[src/rtl/mips_pkg.sv]
// MIPS encoding constants, request op classes and the word encoder shared with the control unit.
package mips_pkg;

   localparam logic [5:0] OPC_R    = 6'd0;
   localparam logic [5:0] OPC_J    = 6'd2;
   localparam logic [5:0] OPC_JAL  = 6'd3;
   localparam logic [5:0] OPC_BEQ  = 6'd4;
   localparam logic [5:0] OPC_BNE  = 6'd5;
   localparam logic [5:0] OPC_ADDI = 6'd8;
   localparam logic [5:0] OPC_ORI  = 6'd13;
   localparam logic [5:0] OPC_LW   = 6'd35;
   localparam logic [5:0] OPC_SW   = 6'd43;

   localparam logic [5:0] FN_ADD = 6'd32;
   localparam logic [5:0] FN_SUB = 6'd34;
   localparam logic [5:0] FN_AND = 6'd36;
   localparam logic [5:0] FN_OR  = 6'd37;
   localparam logic [5:0] FN_SLT = 6'd42;
   localparam logic [5:0] FN_JR  = 6'd8;

   typedef enum logic [3:0] {
      OP_ADD     = 4'd0,
      OP_SUB     = 4'd1,
      OP_AND     = 4'd2,
      OP_OR      = 4'd3,
      OP_SLT     = 4'd4,
      OP_JR      = 4'd5,
      OP_BEQ     = 4'd6,
      OP_BNE     = 4'd7,
      OP_LW      = 4'd8,
      OP_SW      = 4'd9,
      OP_ADDI    = 4'd10,
      OP_ORI     = 4'd11,
      OP_J       = 4'd12,
      OP_JAL     = 4'd13,
      OP_NOP     = 4'd14,
      OP_ILLEGAL = 4'd15
   } req_op_e;

   function automatic logic is_alu_rtype(input logic [3:0] op);
      return (op <= OP_SLT);
   endfunction

   // Ops whose immediate is sign-extended by the datapath.
   function automatic logic is_signed_imm(input logic [3:0] op);
      return (op == OP_BEQ) || (op == OP_BNE) || (op == OP_LW) ||
             (op == OP_SW)  || (op == OP_ADDI);
   endfunction

   function automatic logic [31:0] encode(input logic [3:0]  op,
                                          input logic [4:0]  rs,
                                          input logic [4:0]  rt,
                                          input logic [4:0]  rd,
                                          input logic [31:0] imm,
                                          input logic [25:0] target);
      logic [31:0] w;
      w = 32'h0;
      case (op)
         OP_ADD:  w = {OPC_R, rs, rt, rd, 5'd0, FN_ADD};
         OP_SUB:  w = {OPC_R, rs, rt, rd, 5'd0, FN_SUB};
         OP_AND:  w = {OPC_R, rs, rt, rd, 5'd0, FN_AND};
         OP_OR:   w = {OPC_R, rs, rt, rd, 5'd0, FN_OR};
         OP_SLT:  w = {OPC_R, rs, rt, rd, 5'd0, FN_SLT};
         OP_JR:   w = {OPC_R, rs, 15'd0, FN_JR};
         OP_BEQ:  w = {OPC_BEQ, rs, rt, imm[15:0]};
         OP_BNE:  w = {OPC_BNE, rs, rt, imm[15:0]};
         OP_LW:   w = {OPC_LW, rs, rt, imm[15:0]};
         OP_SW:   w = {OPC_SW, rs, rt, imm[15:0]};
         OP_ADDI: w = {OPC_ADDI, rs, rt, imm[15:0]};
         OP_ORI:  w = {OPC_ORI, rs, rt, imm[15:0]};
         OP_J:    w = {OPC_J, target};
         OP_JAL:  w = {OPC_JAL, target};
         default: w = 32'h0;
      endcase
      return w;
   endfunction

endpackage

[src/rtl/instr_fifo.sv]
// Synchronous FIFO holding encoded words between request acceptance and the memory write port.
module instr_fifo #(
   parameter int DEPTH = 4,
   parameter int WIDTH = 32
) (
   input  logic             clk,
   input  logic             rst_n,
   input  logic             flush,
   input  logic             push,
   input  logic [WIDTH-1:0] wdata,
   input  logic             pop,
   output logic [WIDTH-1:0] rdata,
   output logic             full,
   output logic             empty
);

   localparam int PW = $clog2(DEPTH);

   logic [WIDTH-1:0] mem_q [DEPTH];
   logic [PW-1:0]    wr_ptr_q, wr_ptr_d;
   logic [PW-1:0]    rd_ptr_q, rd_ptr_d;
   logic [PW:0]      count_q, count_d;
   logic             do_push, do_pop;

   assign full    = (count_q == (PW+1)'(DEPTH));
   assign empty   = (count_q == '0);
   assign rdata   = mem_q[rd_ptr_q];
   assign do_push = push && !full && !flush;
   assign do_pop  = pop && !empty && !flush;

   always_comb begin
      wr_ptr_d = wr_ptr_q;
      rd_ptr_d = rd_ptr_q;
      count_d  = count_q;
      if (flush) begin
         wr_ptr_d = '0;
         rd_ptr_d = '0;
         count_d  = '0;
      end else begin
         if (do_push) wr_ptr_d = wr_ptr_q + PW'(1);
         if (do_pop)  rd_ptr_d = rd_ptr_q + PW'(1);
         case ({do_push, do_pop})
            2'b10:   count_d = count_q + (PW+1)'(1);
            2'b01:   count_d = count_q - (PW+1)'(1);
            default: count_d = count_q;
         endcase
      end
   end

   always_ff @(posedge clk) begin
      if (!rst_n) begin
         wr_ptr_q <= '0;
         rd_ptr_q <= '0;
         count_q  <= '0;
      end else begin
         wr_ptr_q <= wr_ptr_d;
         rd_ptr_q <= rd_ptr_d;
         count_q  <= count_d;
      end
   end

   // Storage is not reset; the head is only consumed when the count says it is valid.
   always_ff @(posedge clk) begin
      if (do_push) mem_q[wr_ptr_q] <= wdata;
   end

endmodule

[src/rtl/instr_encoder.sv]
// Encodes symbolic instruction requests into MIPS words and streams them into instruction memory.
// Optional immediate/rd range checking is compiled in with INSTR_ENC_RANGE_CHECK_EN.
module instr_encoder
   import mips_pkg::*;
#(
   parameter int DEPTH  = 4,
   parameter int ADDR_W = 8
) (
   input  logic              clk,
   input  logic              rst_n,
   input  logic              req_valid,
   output logic              req_ready,
   input  logic [3:0]        req_op,
   input  logic [4:0]        req_rs,
   input  logic [4:0]        req_rt,
   input  logic [4:0]        req_rd,
   input  logic [31:0]       req_imm,
   input  logic [25:0]       req_target,
   input  logic              restart,
   input  logic [ADDR_W-1:0] restart_addr,
   output logic              imem_we,
   input  logic              imem_ready,
   output logic [ADDR_W-1:0] imem_addr,
   output logic [31:0]       imem_wdata,
   output logic              mem_full,
   output logic              err
);

   logic [ADDR_W-1:0] addr_q, addr_d;
   logic              mem_full_q, mem_full_d;
   logic              err_q, err_d;

   logic        fifo_full, fifo_empty;
   logic [31:0] fifo_head, enc_word;
   logic        accept, push, wr_done;
   logic        illegal, range_bad, rd_zero;

   // Both ports transfer on a rising edge where valid and ready are both high; the sender
   // holds its payload stable while valid is high and ready is low.
   assign req_ready = rst_n && !fifo_full && !mem_full_q && !restart;
   assign accept    = req_valid && req_ready;

   assign illegal  = (req_op == OP_ILLEGAL);
   assign enc_word = encode(req_op, req_rs, req_rt, req_rd, req_imm, req_target);

`ifdef INSTR_ENC_RANGE_CHECK_EN
   always_comb begin
      range_bad = 1'b0;
      if (is_signed_imm(req_op))
         range_bad = !((&req_imm[31:15]) || !(|req_imm[31:15]));
      else if (req_op == OP_ORI)
         range_bad = |req_imm[31:16];
      rd_zero = is_alu_rtype(req_op) && (req_rd == 5'd0);
   end
`else
   assign range_bad = 1'b0;
   assign rd_zero   = 1'b0;
`endif

   // rd=0 is only flagged; the word is still written.
   assign push    = accept && !illegal && !range_bad;
   assign imem_we = !fifo_empty && !mem_full_q;
   assign wr_done = imem_we && imem_ready && !restart;

   instr_fifo #(
      .DEPTH (DEPTH),
      .WIDTH (32)
   ) u_fifo (
      .clk   (clk),
      .rst_n (rst_n),
      .flush (restart),
      .push  (push),
      .wdata (enc_word),
      .pop   (wr_done),
      .rdata (fifo_head),
      .full  (fifo_full),
      .empty (fifo_empty)
   );

   always_comb begin
      addr_d     = addr_q;
      mem_full_d = mem_full_q;
      err_d      = accept && (illegal || range_bad || rd_zero);
      if (restart) begin
         addr_d     = restart_addr;
         mem_full_d = 1'b0;
      end else if (wr_done) begin
         // The top address is written once and then the port parks there.
         if (addr_q == '1) mem_full_d = 1'b1;
         else              addr_d     = addr_q + ADDR_W'(1);
      end
   end

   always_ff @(posedge clk) begin
      if (!rst_n) begin
         addr_q     <= '0;
         mem_full_q <= 1'b0;
         err_q      <= 1'b0;
      end else begin
         addr_q     <= addr_d;
         mem_full_q <= mem_full_d;
         err_q      <= err_d;
      end
   end

   assign imem_addr  = addr_q;
   assign imem_wdata = fifo_empty ? 32'h0 : fifo_head;
   assign mem_full   = mem_full_q;
   assign err        = err_q;

endmodule

[config.mk]
export PLATFORM = sky130hd
export DESIGN_NAME = instr_encoder
export DESIGN_NICKNAME = d
export VERILOG_FILES = /design/src/rtl/mips_pkg.sv /design/src/rtl/instr_fifo.sv /design/src/rtl/instr_encoder.sv
export SDC_FILE = /design/constraint.sdc
export NUM_CORES = 1
export LEC_CHECK = 0
export BUFFER_PORTS_ARGS = -buffer_cell sky130_fd_sc_hd__clkbuf_2
export CAP_MARGIN = 0
export CORE_ASPECT_RATIO = 0.5
export CORE_MARGIN = 2
export CORE_UTILIZATION = 40
export DETAILED_ROUTE_END_ITERATION = 7
export GPL_TIMING_DRIVEN = 0
export PLACE_DENSITY = 0.7
export REMOVE_ABC_BUFFERS = 1
export SLEW_MARGIN = 20
export SYNTH_ARGS = -nofsm -noshare
export SYNTH_HDL_FRONTEND = slang
export SYNTH_SLANG_ARGS = --single-unit
[constraint.sdc]
create_clock -name clk -period 2.2 [get_ports clk]
set_input_delay 0.44 -clock clk [delete_from_list [all_inputs] [get_ports clk]]
set_output_delay 0.44 -clock clk [all_outputs]
set_load 0.05 [all_outputs]
==> impl_summary.md, run 1 <==
Outcome
The run finished, with violations left. The checks that failed: negative setup slack.

Worst setup path
By startpoint and endpoint, the worst setup path is classified as reg2out. The startpoint identified for the worst register-to-register timing path is u_fifo.count_q[2]. On the critical path, the stage with the largest delay is an instance of sky130_fd_sc_hd__mux4_2. The kind of end point of the critical path is a primary output. At the worst endpoint, the required time is 1.76 ns. Of all nets on the critical path, the largest fanout is 7.

The critical path goes through clkbuf_16 > mux4_2 > and2_1 > buf_8. The critical path startpoint category is a flip-flop. For this run, the slowest stage of the critical path takes 0.48 ns.

Data on the critical path arrives at its endpoint at 1.88 ns.

Finish
The final cell utilization of the core is 53.7%. In the final layout, flip-flops and latches occupy 0.00412 mm2. The synthesis-to-layout area growth is 32.3%. The net count of the finished layout is 617.

The final design area excluding fillers is 0.00821 mm2. In the layout the commonest cells are sky130_fd_sc_hd__edfxtp_1 (124), sky130_fd_sc_hd__clkbuf_2 (85), sky130_fd_sc_hd__mux4_2 (31). Leaving out fill and tap cells, the most frequent cell in the layout is sky130_fd_sc_hd__edfxtp_1. The ratio of cells with drive above 1 in the final layout is 44.3%.

The multi-input gate area in the final layout is 0.00205 mm2. Fill cells in the final layout number 1,257. The repair_antennas step left the layout with diodes totalling 0.

Placement
Timing analysis after detailed placement gives a worst setup slack of -0.409 ns. The congestion estimate from routability-driven global placement came to 0.866. After detailed placement, the total cell area comes to 0.00706 mm2. The count of buffers inserted at the top-level ports is 116. The half-perimeter wire length after detailed placement is 8060 um.

Clock tree
The number of levels the H-tree was split into is 4. Clock-pin slew was measured on the worst setup and hold paths at 0.06 ns. TritonCTS built the clock tree. The later-pin clock latency in the skew report is 0.42 ns. Counting every sink on the clock net gives 143. Buffers inserted during clock tree synthesis total 17.

The clock passes through at most 2 buffers. The tree is rooted in a sky130_fd_sc_hd__clkbuf_16.

Global route
The initial antenna violation count is 0. The first global-routing pass estimated 19,700 um of wire. The overall routing resource usage is 15.7%.

The total overflow left after global routing is 0. Entering global routing, the biggest net connects 35 pins. The via count of the first global-routing pass was 3,813.

Die
The die extent in y is 92.1 um. In this run the core area contains 32 standard-cell rows. The number of top-level design ports is 134.

The floorplan step set the die width to 180 um. The initial utilization of the core area, before any placement, comes to 40.6%. The full die area is 0.0166 mm2. In this run the standard cell core region covers 0.0153 mm2.

Min path
The path class of the lowest-slack min-delay path is in2reg. The worst hold path begins at restart_addr[2].

Power and ir drop
The worst supply voltage drop on vdd is 451 uV. Cell internal power was estimated by the tool at 4.75 mW. Dividing total power by cell area gives a power density of 750 mW/mm2.

Of the total power, the share spent switching nets is 22.8%. The proportion of power drawn by combinational gates is 7.2%. The clock network accounts for 43.8% of the total power. Of the total power, registers draw 49.0%. The analysis attributes to net switching a power of 1.41 mW. The analysis attributes to cell leakage a power of 3.01 nW.

Drt
The wire length per cell after detailed routing is 17.8 um. For this block, the via count after detailed routing is 3,863. The final antenna-violating net count is 0. The post-detailed-routing wire length is 13,100 um. The first detailed-routing pass took 5 iterations. In the routed layout, each cell is associated on average with a via count of 5.24. In the routed design, unresolved DRC markers number 0. The violation count after the first detailed-route iteration is 283.

Synthesis
Yosys mapped a number of flops with a built-in enable equal to 124. For this run, asynchronously set or reset flops after synthesis account for 0%. The main flop type after synthesis is sky130_fd_sc_hd__edfxtp_1.

A synthesized cell averages 15.7 um2. The synthesized netlist contains 57 unique library cells. The netlist area before placement is 0.00620 mm2.

The Yosys step of the flow raised 0 warnings. The instance count of the mapped netlist is 396. The number of flip-flops and latches in the synthesized netlist is 143. The portion of the post-synthesis area used by sequential elements is 66.1%.

Job
Max-cap violations in this run came to 0.

Timing
The number of hold-slack violations in the final timing report is 0. In this run the tightest slew margin relative to its limit is 31.2%. Once routing completed, OpenROAD measured the worst setup slack at -0.121 ns.

For the finished layout, the period the worst path requires is 2.32 ns. Setup repair after global routing could not meet its margin everywhere. In the finished design, the share of the clock period the worst path needs comes to 106%. The maximum clock frequency is 431 MHz. The transition at the pin with the smallest max-transition slack is 1.03 ns. The max-slew violation total from the final report is 0. The number of failing setup endpoints in the final timing report is 31. The clock skew is 0.0137 ns.
[final timing paths]
path,cells past startpoint,endpoint,slack (ns)
worst max-delay path,4,imem_wdata[14],-0.12
worst min-delay path,3,imem_addr[2],0.28
worst max register to register,10,u_fifo.count_q[2],0.01
worst min register to register,2,u_fifo.count_q[2],0.53
[flip-flops by register name, indices dropped and copies added (netlist names), named ones only]
register         flops
err                  1
u_fifo.wr_ptr_q      2
u_fifo.count_q       3
mem_full             1
u_fifo.rd_ptr_q      2
u_fifo.mem_q       124
imem_addr            8
[Yosys cell counts (all sizes together) (8+ instances only)]
cell / count / area (um2)
a21oi: 10 / 50.1
a22o: 17 / 149
and2: 38 / 238
buf: 8 / 47.5
clkbuf: 14 / 53.8
dfxtp: 19 / 380
edfxtp: 124 / 3720
inv: 17 / 63.8
mux4: 31 / 698
nand2: 9 / 36.3
nor2: 15 / 56.3
nor2b: 10 / 62.6
o21ai: 12 / 60.1
[critical path, delay by kind of cell, from the launching register on]
family	cells	cell delay [ns]
AND/OR/NAND/NOR	1	0.19
flip-flops	1	0.43
multiplexers	1	0.48
buffers and inverters	2	0.35
[cell families after synthesis]
group,count (synthesis),share of synthesized area (%)
and+or+nand+nor,105,9.92
muxes,33,11.6
xor gates and xnor gates,5,0.706
other,1,0.0604
AOI/OAI and AO/OA,63,7.40
DFF,143,66.1
adders and majority gates,7,1.53
buffers and inverters,39,2.66
[layer usage]
layer | track usage, % | wire [um] | vias to the layer above
met5 | 0 | 0 | -
met4 | 4.70 | 124 | 0
met3 | 4.53 | 651 | 9
met2 | 26.6 | 6610 | 106
met1 | 19.8 | 5710 | 1949
li1 | - | - | 1799
[what timing repair did]
action / in CTS / in global routing
gates resized for setup: 93 / 41
cloned: 0 / 2
pin swaps: 0 / 4
setup endpoints to repair: 33 / 34
hold buffers: 0 / 0
setup buffers: 3 / 1
[cell type report]
class                           instances  share of cell area, %
Clock buffer                           18                   5.23
Tap cell                              204                   3.11
Timing Repair Buffer                  127                   14.2
Inverter                               17                  0.777
Multi-Input combinational cell        214                   24.9
Sequential cell                       143                   50.2
Clock inverter                         14                   1.60
[power by group through the flow]
stage	logic [mW]	registers, mW	clock network, mW
final	0.444	3.01	2.70
after global routing	0.481	3.02	2.87
after CTS	0.435	3.02	2.75
after detailed placement	0.402	3.08	0
after global placement	0.387	3.08	0
after floorplan	0.210	3.11	0
[metrics by stage]
step | power, mW | hold WS, ns | instances | TNS [ns]
CTS | 6.20 | 0.262 | 734 | -3.00
finish | 6.16 | 0.283 | 737 | -2.96
global route | 6.36 | 0.265 | 737 | -4.74
floorplan | 3.32 | 0.476 | 374 | -31.19
detailed placement | 3.48 | 0.515 | 699 | -23.08
global placement | 3.46 | 0.500 | 694 | -181.88
No activity file was read; power rests on OpenSTA's default activity.
==> run 2, diff against run 1 <==
Settings changed: CORE_ASPECT_RATIO 0.5 to 1.5, CTS_BUF_LIST set to sky130_fd_sc_hd__clkbuf_4.
==> run 2 against run 1 <==
Against the previous run:
- the flow still finishes with violations (negative setup slack)
- sequential power is essentially flat
- cell area shrank 2.0%
- worst hold slack lost 0.15 ns
- clock power shrank 38%
- critical endpoint is now imem_wdata[2]
- highest routed layer unchanged
==> impl_summary.md, run 2 (synthesized netlist as in run 1, its figures left out) <==
Outcome
The run finished, with violations left. The final reports fail on negative setup slack.

Finish
The final design area excluding fillers came to 0.00805 mm2 (-2.0%). The synthesis-to-layout area growth is 29.7%. The number of nets in the finished design is 623 (+0.97%). The number of fill cells was 1,272 (+1.2%).

In the layout the commonest cells are sky130_fd_sc_hd__edfxtp_1 (124), sky130_fd_sc_hd__clkbuf_2 (83), sky130_fd_sc_hd__and2_4 (33), sky130_fd_sc_hd__mux4_2 (31), sky130_fd_sc_hd__buf_8 (31). The multi-input gate area in the final layout is 0.00210 mm2 (+2.9%). The ratio of cells with drive above 1 in the final layout is 47.7% (+3.4 points). The flip-flop count of the largest register, all copies and words added was 124 (unchanged).

The final cell utilization of the core is 53.2% (-0.51 points). The register containing the most flip-flops in the final layout is u_fifo.mem_q. The area taken by flip-flops and latches came to 0.00412 mm2 (about the same). The most common library cell in the layout ignoring fill and taps is sky130_fd_sc_hd__edfxtp_1.

Timing
The clock skew is 0.0212 ns (+0.00752 ns). Setup repair after global routing could not meet its margin everywhere. The transition at the pin with the smallest max-transition slack came to 1.02 ns (-0.00718 ns). The max-slew violation total from the final report is 0 (unchanged). The shortest clock period the worst path allows after layout is 2.44 ns (+0.119 ns).

The final worst setup slack came to -0.240 ns (-0.119 ns). The maximum clock frequency was 410 MHz (-4.9%). The portion of the clock cycle consumed by the worst path in the final layout came to 111% (+5.4 points).

The number of hold-slack violations in the final timing report is 0 (unchanged). The number of failing setup endpoints in the final timing report is 32 (+3.2%). The accumulated negative setup slack is -7.04 ns (-4.07 ns). The tightest slew margin relative to the limit was 31.7% (+0.48 points).

Min path
In this run the worst hold path is classified as in2reg. The number of cells traversed by the worst hold path is 3 (unchanged). The worst hold path begins at restart_addr[2].

The worst hold path terminates at imem_addr[2].

Worst setup path
The startpoint identified for the worst register-to-register timing path is u_fifo.count_q[0]. The critical path class is reg2out. Walking the worst path, the cells encountered are clkbuf_16 > mux4_2 > and2_4 > buf_8. The required arrival time at the worst endpoint came to 1.76 ns (about the same). The worst setup path is captured at a primary output.

The largest individual stage delay along the critical path comes from the cell sky130_fd_sc_hd__mux4_2. The endpoint identified for the worst register-to-register timing path is u_fifo.count_q[2]. The data arrival time at the worst-slack endpoint is 2.00 ns (+0.12 ns). The delay of the slowest cell on the worst path was 0.50 ns (+0.02 ns). The maximum fanout along the worst path is 5 (-2). The cell count of the worst reg-to-reg path is 11 (+1). The critical path startpoint category is a flip-flop. The register-to-register setup slack was -0.15 ns (-0.16 ns).

Drt
The number of design rule violations left after detail routing is 0 (unchanged). The routed via count divided by cell count is 5.32 (+1.5%). The violation count after the first detailed-route iteration is 163 (-42%). The wire length per cell after detailed routing is 18.5 um (+4.1%). The overall via count from detail_route came to 3,930 (+1.7%).

The post-detailed-routing wire length came to 13,700 um (+4.3%). The final antenna-violating net count is 0 (unchanged). The first-pass detailed-route iteration total came to 6 (+1).

Clock tree
The later-pin clock latency in the skew report came to 0.53 ns (+0.11 ns). The hold buffer count at CTS came to 0 (unchanged). CTS placed an instance of sky130_fd_sc_hd__clkbuf_4 at the clock tree root.

The number of clock buffers inserted by TritonCTS is 17 (unchanged). The clock slew at the register clock pins of the worst setup and hold paths came to 0.13 ns (+0.07 ns). The number of buffers on the longest clock path is 2 (unchanged).

The number of levels the H-tree was split into was 4 (unchanged). The clock sink count came to 143 (unchanged). TritonCTS built the clock tree.

Power and ir drop
The power density over the cells is 640 mW/mm2 (-15%). The worst supply voltage drop on vdd is 364 uV (-19%). The static leakage was 2.94 nW (-2.5%).

Placement
The half-perimeter wire length after detailed placement is 8730 um (+8.3%). The post-place instance area is 0.00708 mm2 (+0.34%). The last weighted congestion value of the routability-driven placer is 0.809 (-6.6%). The count of buffers inserted at the top-level ports was 116 (unchanged). The pre-CTS setup slack was -0.486 ns (-0.0761 ns).

Job
The number of maximum-capacitance constraint violations is 0 (unchanged).

Global route
The aggregate global routing overflow is 0 (unchanged). The initial antenna violation count is 1 (+1). The global-route wire length before repair is 20,400 um (+3.8%). The overall routing resource usage is 16.5% (+0.77 points).

The largest net degree at the start of global routing was 35 (unchanged). The via count of the first global-routing pass is 3,918 (+2.8%).

Die
The initial core utilization is 41.0% (+0.42 points). The core outline area came to 0.0151 mm2 (-1.0%). The number of top-level design ports is 134 (unchanged).

The horizontal die dimension was 106 um (-41%). The number of core rows was 55 (+72%). The full die area was 0.0165 mm2 (-0.24%). The die extent in y came to 157 um (+70%).
-- run 2: worst max-delay path: cells and delay by family (launching register included) --
kind | cells | cell delay, ns
DFF | 1 | 0.47
buffers and inverters | 2 | 0.33
muxes | 1 | 0.50
and+or+nand+nor | 1 | 0.18
-- run 2: metrics by stage --
step / hold WS (ns) / instances / power [mW]
floorplan: 0.476 / 374 / 3.32
global placement: 0.491 / 689 / 3.46
detailed placement: 0.526 / 694 / 3.49
CTS: 0.0832 / 735 / 5.18
global route: 0.0892 / 739 / 5.34
finish: 0.131 / 739 / 5.15
-- run 2: cell type report --
class,instances,area share [%]
diodes,1,0.0311
well taps,199,3.09
clock buffers,18,1.68
inverters,17,0.793
flip-flops and latches,143,51.1
clock inverters,14,1.94
multi-input cells,214,26.1
repair buffers,133,15.2
-- run 2: layer usage --
layer	vias to the layer above	track usage, %	wire length (um)
li1	1818	-	-
met1	1959	18.4	5170
met2	135	30.3	7550
met3	18	4.25	745
met4	0	5.89	200
met5	-	0	0
-- run 2: worst max-delay path by stage --
stage / endpoint / startpoint / depth (start not counted)
6_report: imem_wdata[2] / flip-flop / 4
5_1_grt: imem_wdata[5] / flip-flop / 4
4_1_cts: imem_wdata[5] / flip-flop / 4
3_5_place_dp: u_fifo.count_q[2] / req_op[2] / 10
3_3_place_gp: imem_wdata[13] / flip-flop / 3
2_1_floorplan: imem_wdata[0] / flip-flop / 2
-- run 2: report_power, final --
| part | leakage (nW) | switching, mW | total [mW] | internal, mW |
|---|---|---|---|---|
| combinational | 1.50 | 0.273 | 0.466 | 0.193 |
| clock | 0.146 | 0.968 | 1.67 | 0.704 |
| sequential | 1.29 | 0.0197 | 3.01 | 2.99 |
-- run 2: what timing repair did --
| item | 4_1_cts | 5_1_grt |
|---|---|---|
| resized for setup | 89 | 67 |
| pin swaps | 6 | 7 |
| cloned | 0 | 2 |
| setup endpoints to repair | 35 | 34 |
| buffers inserted | 9 | 1 |
